$ cat config.mk
export PLATFORM = sky130hd
export DESIGN_NAME = tour_logic_flat
export DESIGN_NICKNAME = d
export VERILOG_FILES = /design/src/rtl/tour_logic_if.sv /design/src/rtl/tour_logic.sv /design/src/flat_wrapper.sv
export SDC_FILE = /design/constraint.sdc
export NUM_CORES = 1
export LEC_CHECK = 0
export CORE_MARGIN = 5
export CORE_UTILIZATION = 40
export DETAILED_ROUTE_END_ITERATION = 8
export HOLD_SLACK_MARGIN = 0.06
export PLACE_DENSITY_LB_ADDON = 0.25
export SLEW_MARGIN = 0
export SYNTH_ARGS = -nofsm -noshare
export SYNTH_HDL_FRONTEND = slang
export SYNTH_SLANG_ARGS = --single-unit
$ cat constraint.sdc
create_clock -name clk -period 6.5 [get_ports clk]
set_clock_uncertainty 0.05 [all_clocks]
set_input_delay 1.625 -clock clk [delete_from_list [all_inputs] [get_ports clk]]
set_output_delay 1.625 -clock clk [all_outputs]
set_load 0.03 [all_outputs]
$ cat src/rtl/tour_logic_if.sv
// Command / replay bus of the 5x5 knight's tour solver.
// Master side: command logic and replay stage (go, start square, read index).
// Slave side:  the solver (one-hot move read-back, done pulse, status levels).
interface tour_logic_if;
    logic       go;         // start a solve; only honoured when the solver is idle
    logic [2:0] x_start;    // start column, 0 = west edge
    logic [2:0] y_start;    // start row, 0 = south edge
    logic [4:0] indx;       // move index to read back, 0..23
    logic [7:0] move;       // one-hot move stored at indx, 0 when indx >= 24
    logic       done;       // single-cycle pulse at the end of every solve
    logic       tour_vld;   // a complete tour is stored
    logic       fail;       // last solve produced no tour
    logic       busy;       // search in progress

    modport master (
        output go, x_start, y_start, indx,
        input  move, done, tour_vld, fail, busy
    );

    modport slave (
        input  go, x_start, y_start, indx,
        output move, done, tour_vld, fail, busy
    );
endinterface

$ cat src/rtl/tour_logic.sv
// Backtracking knight's tour solver for a BOARD x BOARD board; moves stored one-hot, read back by index.
// Latency: data-dependent search; illegal start answers with done one cycle after go; read-back is combinational.
// Backpressure: none; go is ignored while busy, done is a single-cycle pulse, results hold until the next go.
//
// Ports:
//   clk      system clock
//   rst      synchronous active-high reset, aborts any search in progress
//   tif      slave modport of tour_logic_if (go/x_start/y_start/indx in, move/done/tour_vld/fail/busy out)
module tour_logic #(
    parameter int BOARD     = 5,
    parameter int NUM_MOVES = 24
) (
    input  logic        clk,
    input  logic        rst,
    tour_logic_if.slave tif
);
    localparam int SQUARES = BOARD * BOARD;

    typedef enum logic [2:0] {
        S_IDLE,
        S_POSS,
        S_MAKE,
        S_BACK,
        S_DONE
    } state_t;

    // Knight offsets indexed by one-hot bit position.
    function automatic int dx_of(input int b);
        case (b)
            0:       return 1;
            1:       return -1;
            2:       return -2;
            3:       return -2;
            4:       return -1;
            5:       return 1;
            6:       return 2;
            default: return 2;
        endcase
    endfunction

    function automatic int dy_of(input int b);
        case (b)
            0:       return 2;
            1:       return 2;
            2:       return 1;
            3:       return -1;
            4:       return -2;
            5:       return -2;
            6:       return -1;
            default: return 1;
        endcase
    endfunction

    // Two's-complement 3-bit offsets of a one-hot move. Used only for moves that
    // are known to land on the board, so modular 3-bit arithmetic is exact.
    function automatic logic [2:0] off_x(input logic [7:0] m);
        logic [2:0] r;
        r = '0;
        for (int b = 0; b < 8; b++) begin
            if (m[b]) r = r | 3'(dx_of(b));
        end
        return r;
    endfunction

    function automatic logic [2:0] off_y(input logic [7:0] m);
        logic [2:0] r;
        r = '0;
        for (int b = 0; b < 8; b++) begin
            if (m[b]) r = r | 3'(dy_of(b));
        end
        return r;
    endfunction

    function automatic logic [4:0] sq_idx(input logic [2:0] x, input logic [2:0] y);
        return 5'(int'(y) * BOARD + int'(x));
    endfunction

    // ------------------------------------------------------------------
    // State
    // ------------------------------------------------------------------
    state_t             state_q, state_d;
    logic [SQUARES-1:0] board_q;
    logic [7:0]         last_move_q [NUM_MOVES];
    logic [7:0]         poss_q      [NUM_MOVES];
    logic [2:0]         cur_x_q, cur_y_q;
    logic [4:0]         move_num_q;
    logic [7:0]         try_q;
    logic               done_q, tour_vld_q, fail_q, busy_q;

    // ------------------------------------------------------------------
    // Datapath helpers
    // ------------------------------------------------------------------
    logic       start_bad;
    logic [7:0] poss_mask;
    logic [7:0] poss_cur;
    logic       hit;
    logic [2:0] take_x, take_y;
    logic [4:0] back_k;
    logic [7:0] back_mv;
    logic [2:0] back_x, back_y;

    // No 5x5 tour exists from an odd-parity square, so those are refused up front.
    assign start_bad = (tif.x_start > 3'(BOARD - 1)) ||
                       (tif.y_start > 3'(BOARD - 1)) ||
                       (tif.x_start[0] ^ tif.y_start[0]);

    // Landing squares are bounds-checked in full integer range before any
    // 3-bit arithmetic, so an off-board move can never alias onto a real square.
    always_comb begin : poss_gen
        int nx;
        int ny;
        nx        = 0;
        ny        = 0;
        poss_mask = '0;
        for (int b = 0; b < 8; b++) begin
            nx = int'(cur_x_q) + dx_of(b);
            ny = int'(cur_y_q) + dy_of(b);
            if (nx >= 0 && nx < BOARD && ny >= 0 && ny < BOARD) begin
                if (!board_q[5'(ny * BOARD + nx)]) poss_mask[b] = 1'b1;
            end
        end
    end

    assign poss_cur = poss_q[move_num_q];
    assign hit      = |(poss_cur & try_q);
    assign take_x   = cur_x_q + off_x(try_q);
    assign take_y   = cur_y_q + off_y(try_q);
    assign back_k   = move_num_q - 5'd1;
    assign back_mv  = last_move_q[back_k];
    assign back_x   = cur_x_q - off_x(back_mv);
    assign back_y   = cur_y_q - off_y(back_mv);

    // ------------------------------------------------------------------
    // FSM next-state and control decode
    // ------------------------------------------------------------------
    logic start_solve, start_fail, take, finish_ok, step_try, back_step, exhaust;

    always_comb begin
        state_d     = state_q;
        start_solve = 1'b0;
        start_fail  = 1'b0;
        take        = 1'b0;
        finish_ok   = 1'b0;
        step_try    = 1'b0;
        back_step   = 1'b0;
        exhaust     = 1'b0;
        case (state_q)
            S_IDLE, S_DONE: begin
                if (tif.go) begin
                    if (start_bad) begin
                        start_fail = 1'b1;
                        state_d    = S_DONE;
                    end else begin
                        start_solve = 1'b1;
                        state_d     = S_POSS;
                    end
                end
            end
            S_POSS: begin
                state_d = S_MAKE;
            end
            S_MAKE: begin
                if (hit) begin
                    take = 1'b1;
                    if (move_num_q == 5'(NUM_MOVES - 1)) begin
                        finish_ok = 1'b1;
                        state_d   = S_DONE;
                    end else begin
                        state_d = S_POSS;
                    end
                end else if (try_q != 8'h80) begin
                    step_try = 1'b1;
                end else begin
                    state_d = S_BACK;
                end
            end
            S_BACK: begin
                if (move_num_q == 5'd0) begin
                    exhaust = 1'b1;
                    state_d = S_DONE;
                end else begin
                    back_step = 1'b1;
                    // A retracted move that was already the last candidate
                    // leaves nothing to try at that level: keep unwinding.
                    if (back_mv == 8'h80) state_d = S_BACK;
                    else                  state_d = S_MAKE;
                end
            end
            default: state_d = S_IDLE;
        endcase
    end

    always_ff @(posedge clk) begin
        if (rst) state_q <= S_IDLE;
        else     state_q <= state_d;
    end

    // ------------------------------------------------------------------
    // Datapath registers
    // ------------------------------------------------------------------
    always_ff @(posedge clk) begin
        if (rst) begin
            board_q    <= '0;
            cur_x_q    <= '0;
            cur_y_q    <= '0;
            move_num_q <= '0;
            try_q      <= '0;
            done_q     <= 1'b0;
            tour_vld_q <= 1'b0;
            fail_q     <= 1'b0;
            busy_q     <= 1'b0;
            for (int i = 0; i < NUM_MOVES; i++) begin
                last_move_q[i] <= '0;
                poss_q[i]      <= '0;
            end
        end else begin
            done_q <= 1'b0;

            // Refused start: stored moves are left as they were.
            if (start_fail) begin
                done_q     <= 1'b1;
                fail_q     <= 1'b1;
                tour_vld_q <= 1'b0;
            end

            if (start_solve) begin
                board_q                                <= '0;
                board_q[sq_idx(tif.x_start, tif.y_start)] <= 1'b1;
                cur_x_q                                <= tif.x_start;
                cur_y_q                                <= tif.y_start;
                move_num_q                             <= '0;
                tour_vld_q                             <= 1'b0;
                fail_q                                 <= 1'b0;
                busy_q                                 <= 1'b1;
            end

            if (state_q == S_POSS) begin
                poss_q[move_num_q] <= poss_mask;
                try_q              <= 8'h01;
            end

            if (take) begin
                last_move_q[move_num_q]  <= try_q;
                cur_x_q                  <= take_x;
                cur_y_q                  <= take_y;
                board_q[sq_idx(take_x, take_y)] <= 1'b1;
                move_num_q               <= move_num_q + 5'd1;
                if (finish_ok) begin
                    done_q     <= 1'b1;
                    tour_vld_q <= 1'b1;
                    busy_q     <= 1'b0;
                end
            end

            if (step_try) try_q <= try_q << 1;

            // Retract one move; poss_q[k] still holds the candidate mask for
            // that level, so the search resumes at the next higher bit.
            if (back_step) begin
                board_q[sq_idx(cur_x_q, cur_y_q)] <= 1'b0;
                cur_x_q    <= back_x;
                cur_y_q    <= back_y;
                move_num_q <= back_k;
                try_q      <= back_mv << 1;
            end

            if (exhaust) begin
                done_q <= 1'b1;
                fail_q <= 1'b1;
                busy_q <= 1'b0;
            end
        end
    end

    // ------------------------------------------------------------------
    // Outputs
    // ------------------------------------------------------------------
    assign tif.move     = (tif.indx < 5'(NUM_MOVES)) ? last_move_q[tif.indx] : 8'h00;
    assign tif.done     = done_q;
    assign tif.tour_vld = tour_vld_q;
    assign tif.fail     = fail_q;
    assign tif.busy     = busy_q;
endmodule

$ cat src/flat_wrapper.sv
// flat-port wrapper written by rule: the top's interface ports become plain ports
module tour_logic_flat 
#(
    parameter int BOARD     = 5,
    parameter int NUM_MOVES = 24
)
  (clk, rst, tif_go, tif_x_start, tif_y_start, tif_indx, tif_move, tif_done, tif_tour_vld, tif_fail, tif_busy);
  tour_logic_if tif_i ();
  input  logic clk;
  input  logic rst;
  input wire logic [$bits(tif_i.go)-1:0] tif_go;
  input wire logic [$bits(tif_i.x_start)-1:0] tif_x_start;
  input wire logic [$bits(tif_i.y_start)-1:0] tif_y_start;
  input wire logic [$bits(tif_i.indx)-1:0] tif_indx;
  output wire logic [$bits(tif_i.move)-1:0] tif_move;
  output wire logic [$bits(tif_i.done)-1:0] tif_done;
  output wire logic [$bits(tif_i.tour_vld)-1:0] tif_tour_vld;
  output wire logic [$bits(tif_i.fail)-1:0] tif_fail;
  output wire logic [$bits(tif_i.busy)-1:0] tif_busy;
  assign tif_i.go = tif_go;
  assign tif_i.x_start = tif_x_start;
  assign tif_i.y_start = tif_y_start;
  assign tif_i.indx = tif_indx;
  assign tif_move = tif_i.move;
  assign tif_done = tif_i.done;
  assign tif_tour_vld = tif_i.tour_vld;
  assign tif_fail = tif_i.fail;
  assign tif_busy = tif_i.busy;
  tour_logic #(.BOARD(BOARD), .NUM_MOVES(NUM_MOVES)) u_core (.clk(clk), .rst(rst), .tif(tif_i));
endmodule
== Yosys cells after proc, flatten, opt, wreduce, memory -nomap -nowiden ==
Memories as Yosys holds them, arrays and structs flattened. A register that Yosys moved wholly into a read port is not among the register bits.
Cells that the tools add are included.
Storage, ports and cells
  register bits: 51
  RAM bits: 384
  input port bits: 14
  output and inout bits: 12
  word-level logic and storage cells: 337
  memories: 2
Operators by class
  add/subtract/negate cells: 25
  $mul: 7
  order comparisons: 33
  equality and inequality tests: 9
  muxes and demuxes: 180
  bitwise gates (word level): 33
  reduce and logical (&&, ||, !) cells: 37
Memories
  u_core.last_move_q: depth 24, width 8, read ports 2, clocked after Yosys merged registers in 0, wr ports 24, line tour_logic.sv:83  | logic [7:0] last_move_q [NUM_MOVES];
  u_core.poss_q: depth 24, width 8, read ports 1, clocked after Yosys merged registers in 1, wr ports 24, line tour_logic.sv:84  | logic [7:0] poss_q [NUM_MOVES];
Operator list (number)
  3-bit two-way mux: 68
  32-bit by 1-bit greater-or-equal comparator with 1-bit output, second input constant: 6
  32-bit by 4-bit less-than comparator with 1-bit output, second input constant: 6
  32-bit by 4-bit multiplier with 5-bit output, second input constant: 4
  25-bit two-way mux: 5
  1-bit two-way mux: 80
  3-bit OR: 24
  5-bit by 7-bit less-than comparator with 1-bit output, second input constant: 8
  8-bit two-way mux: 6
  5-bit adder: 8
  1-bit binary-select mux with 5-bit select: 8
  5-bit two-way mux: 7
  25-bit AND: 1
  5-bit by 1-bit greater-or-equal comparator with 1-bit output, second input constant: 5
  25-bit NOT: 1
  25-bit OR: 1
  8-bit OR reduction: 3
  1-bit logical AND: 23
  5-bit by 6-bit less-than comparator with 1-bit output, second input constant: 3
  5-bit by 4-bit adder with 5-bit output: 3
  1-bit demux with 5-bit select: 3
  3-bit by 3-bit multiplier with 5-bit output, second input constant: 3
  3-bit one-hot mux with 4 select lines: 1
  4-bit by 1-bit adder with 5-bit output, second input constant: 2
  30 further kinds: 45

== Logic depth before layout (Yosys ltp) ==
  depth after elaboration: 27
  depth in mapped cells: 23
  gate-level depth less buffers: 18

== Worst setup path after synthesis ==
OpenSTA, ideal clock, no wires.
  kind: input port to output port
  start: input tif_indx[0]
  end: output tif_move[7]
  arrival time: 3.675 ns
  required time: 4.825 ns
  slack: 1.150 ns
  cell stages on the path: 6
  path buffers: 2
  cell sequence: buf_1 buf_1 mux4_2 mux4_2 inv_1 o22ai_1
Between the ends
  word-level cells in the longest chain between the ends: 2
  elaborated cells between the ends (all ways): 3
  those cells by class: order compare: 1; mux: 1; memory: 1
Ends and longest elaborated chain
  start, declared: line flat_wrapper.sv:14  | input wire logic [$bits(tif_i.indx)-1:0] tif_indx;
  memory 24 x 8 bit or 5-bit less-than comparator (tied branches)
  8-bit two-way mux (*): line tour_logic.sv:278  | assign tif.move = (tif.indx < 5'(NUM_MOVES)) ? last_move_q[tif.indx] : 8'h00;
  end, declared: line flat_wrapper.sv:15  | output wire logic [$bits(tif_i.move)-1:0] tif_move;
Mark *: on every way between the ends. The rest lies on a longest branch, timed or not.

== Final worst setup path ==
  start: input tif_indx[1]
  end: output tif_move[4]
The elaborated chain is that of the path after synthesis.

==> metrics.yaml <==
outcome: "finished, final reports clean"
final_util_pct: 44.5
ys_warn_count: 0
rows: 100
clkTransAtPathRegs_ps: 60
n_fill_cell: 6651
wire_per_inst_um: 25.9
ff2ff_path_depth: 17
drtPass1Iterations: 5
final_max_slew_viol_count: 0
arrival_ps: 4010
area_delta_synth_final_pct: 10.6
vias_per_cell: 6.01
grt_max_degree: 78
die_w_um: 283
synth-edff-count: 512
dieArea_um2: 80300
syn-num-nets: 2395
grt_pass1_wl_um: 128000
holdPathStages: 2
grt_use_total_pct: 20.6
cts_made_buffers: 60
wl_met1_um: 35700
synthArstFlopShare_pct: 0
worst_path_max_delay_cell: "clkdlybuf4s50_1"
ff_latch_area_um2: 16500
die_y_um: 283
cts_setup_buffers: 0
rsz0062_at_grt: "false"
start_util_pct: 40.2
synth_flop_cell: "edfxtp_1"
post-route-period-util_pct: 87.4
grt_pass1_vias: 19670
top_layer: "met4"
finalSetupViolations: 0
fin_tns_setup_ps: 0
crit_top_cell: "mux4_2"
fp.coreArea_um2: 74300
synth_seq_cells: 568
cts_sinks: 568
io_buffers: 25
max_stage_delay_ps: 610
finalWirelength_um: 84900
avgSynthCellArea_um2: 13.1
ctsHtreeMaxLevel: 2
drc: 0
tightest_slew_ps: 1180
synth_area_um2: 29900
fmaxAchievable_mhz: 176
grt_overflow: 0
ant_nets: 0
cellPowerDensity_nw_per_um2: 261
multi_input_area_um2: 12500
clock_latency_ps: 630
ir_worst_vdd_mv: 0.189
total_power_mw: 8.64
cts_resized: 0
slew_headroom_pct: 21.6
ios: 26
p_leak_nw: 11.1
diodes: 0
antenna_found_initial: 0
dr.first_iter.drc_count: 2187
cp.required_ps: 4830
worst_setup_path_end_kind: "primary output"
syn_inst: 2283
root_buffer: "clkbuf_16"
worstHoldPathType: "flip-flop to flip-flop"
tritoncts: "built"
critical_path.cell_chain: "buf_2 -> buf_4 -> mux4_2 -> mux4_2 -> inv_1 -> o22ai_1 -> clkdlybuf4s50_1"
synth.distinct_cells: 83
cp_max_fo: 22
worstSetupPathType: "input pin to primary output"
place_hpwl_um: 58500
holdWs_ps: 433
cp-start-kind: "input pin"
nNetsFinal: 2373
layout-drive-gt1-share_pct: 17.0
cts_buffer_depth: 3
place_congestion: 0.914
dr_wl_met2_um: 40100
via_count: 19709
max_cap_violations: 0
min_period_ps: 5680
seq_area_frac_synth_pct: 55.2
hold_violations: 0
ctsHoldBuffers: 0
met3WireLength_um: 6460
[synthesized netlist by cell type (7+ instances only)]
cell type	n	area [um^2]
a211oi_1	20	150
a21o_1	32	240
a21oi_1	58	290
a221oi_1	21	184
a22oi_1	20	150
a31oi_1	10	62.6
a32oi_1	15	131
and2_1	27	169
buf_1	16	60.1
buf_2	14	70.1
buf_6	7	78.8
clkbuf_1	111	417
dfxtp_1	56	1120
edfxtp_1	512	15400
fa_1	12	240
ha_1	86	1080
inv_1	66	248
mux2_2	9	101
mux2i_1	48	480
mux4_2	209	4710
nand2_1	150	563
nand2b_1	41	257
nand3_1	45	225
nand4_1	8	50.1
nor2_1	464	1740
nor2b_1	10	62.6
nor3_1	21	105
nor4_1	7	43.8
o21ai_0	22	110
o221ai_1	7	61.3
o22ai_1	14	87.6
xnor2_1	37	324
xor2_1	22	193
[cell families (layout without fill, tap and decap cells)]
| kind of cell | Yosys count | after routing | share of synthesized area (%) |
|---|---|---|---|
| flip-flops | 568 | 568 | 55.2 |
| XOR/XNOR | 59 | 59 | 1.73 |
| adder cells (fa/ha/maj) | 98 | 98 | 4.40 |
| multiplexers | 266 | 266 | 17.7 |
| buffers and inverters | 224 | 250 | 3.18 |
| AO/OA/AOI/OAI | 261 | 261 | 6.14 |
| AND/OR/NAND/NOR | 807 | 807 | 11.7 |
[per-stage QoR]
stage                     instance area, um^2  worst slack [ps]  std cells
after floorplan                         29900              1150       2283
final                                   33100               817       3278
after global placement                  31100               809       3168
after detailed placement                31100               765       3168
after global routing                    33100               677       3278
after CTS                               33100               765       3278
[area by class of cell]
| type | instances | share of cell area (%) |
|---|---|---|
| inverter | 69 | 0.783 |
| clock inverter | 29 | 0.904 |
| tap | 969 | 3.67 |
| sequential | 568 | 49.9 |
| multi-input combinational | 1491 | 37.9 |
| timing repair buffer | 71 | 1.81 |
| clock buffer | 81 | 5.04 |
[cells in the final DEF, fill, tap and decap left out, types with 9 or more instances in the layout]
master | netlist | routed
a211oi_1 | 20 | 20
a21o_1 | 32 | 32
a21oi_1 | 58 | 58
a221oi_1 | 21 | 21
a22oi_1 | 20 | 20
a31oi_1 | 10 | 10
a32oi_1 | 15 | 15
and2_1 | 27 | 27
buf_4 | 6 | 47
clkbuf_1 | 111 | 9
clkbuf_16 | 0 | 60
clkdlybuf4s50_1 | 0 | 22
clkinv_1 | 1 | 13
dfxtp_1 | 56 | 52
edfxtp_1 | 512 | 512
fa_1 | 12 | 12
ha_1 | 86 | 85
inv_1 | 66 | 66
mux2_2 | 9 | 9
mux2i_1 | 48 | 48
mux4_2 | 209 | 209
nand2_1 | 150 | 148
nand2b_1 | 41 | 41
nand3_1 | 45 | 45
nor2_1 | 464 | 464
nor2b_1 | 10 | 10
nor3_1 | 21 | 17
o21ai_0 | 22 | 22
o22ai_1 | 14 | 14
xnor2_1 | 37 | 36
xor2_1 | 22 | 21
[path summary, 6_finish.rpt]
kind,start,end,slack (ps)
min,u_core.tif.tour_vld,u_core.tif.tour_vld,430
max reg2reg,u_core.try_q[0],u_core.board_q[15],1320
min reg2reg,u_core.tif.tour_vld,u_core.tif.tour_vld,430
max,tif_indx[1],tif_move[4],820
[layer usage]
metal / global-route usage (%) / vias up
li1: - / 8560
met1: 29.1 / 10005
met2: 33.0 / 987
met3: 3.21 / 157
met4: 6.37 / 0
met5: 0 / -
[state kept, by name, indices dropped and copies added, names as in the netlist, named ones only]
register / count
u_core.state_q: 3
u_core.cur_y_q: 3
u_core.board_q: 25
u_core.cur_x_q: 3
u_core.tif.busy: 1
u_core.tif.tour_vld: 1
u_core.tif.done: 1
u_core.poss_q: 256
u_core.tif.fail: 1
u_core.move_num_q: 5
u_core.try_q: 8
u_core.last_move_q: 256
[where the power goes]
part | internal, mW | total (mW) | switching (mW)
clock network | 2.02 | 3.45 | 1.43
logic | 0.407 | 1.05 | 0.639
registers | 4.07 | 4.14 | 0.0666
total | 6.50 | 8.64 | 2.14
[worst max-delay path, delay by kind of cell]
| kind | cells | cell delay (ps) |
|---|---|---|
| buffers and inverters | 4 | 1460 |
| AO/OA/AOI/OAI | 1 | 80 |
| multiplexers | 2 | 830 |
Power figures use the tool's default switching activity.
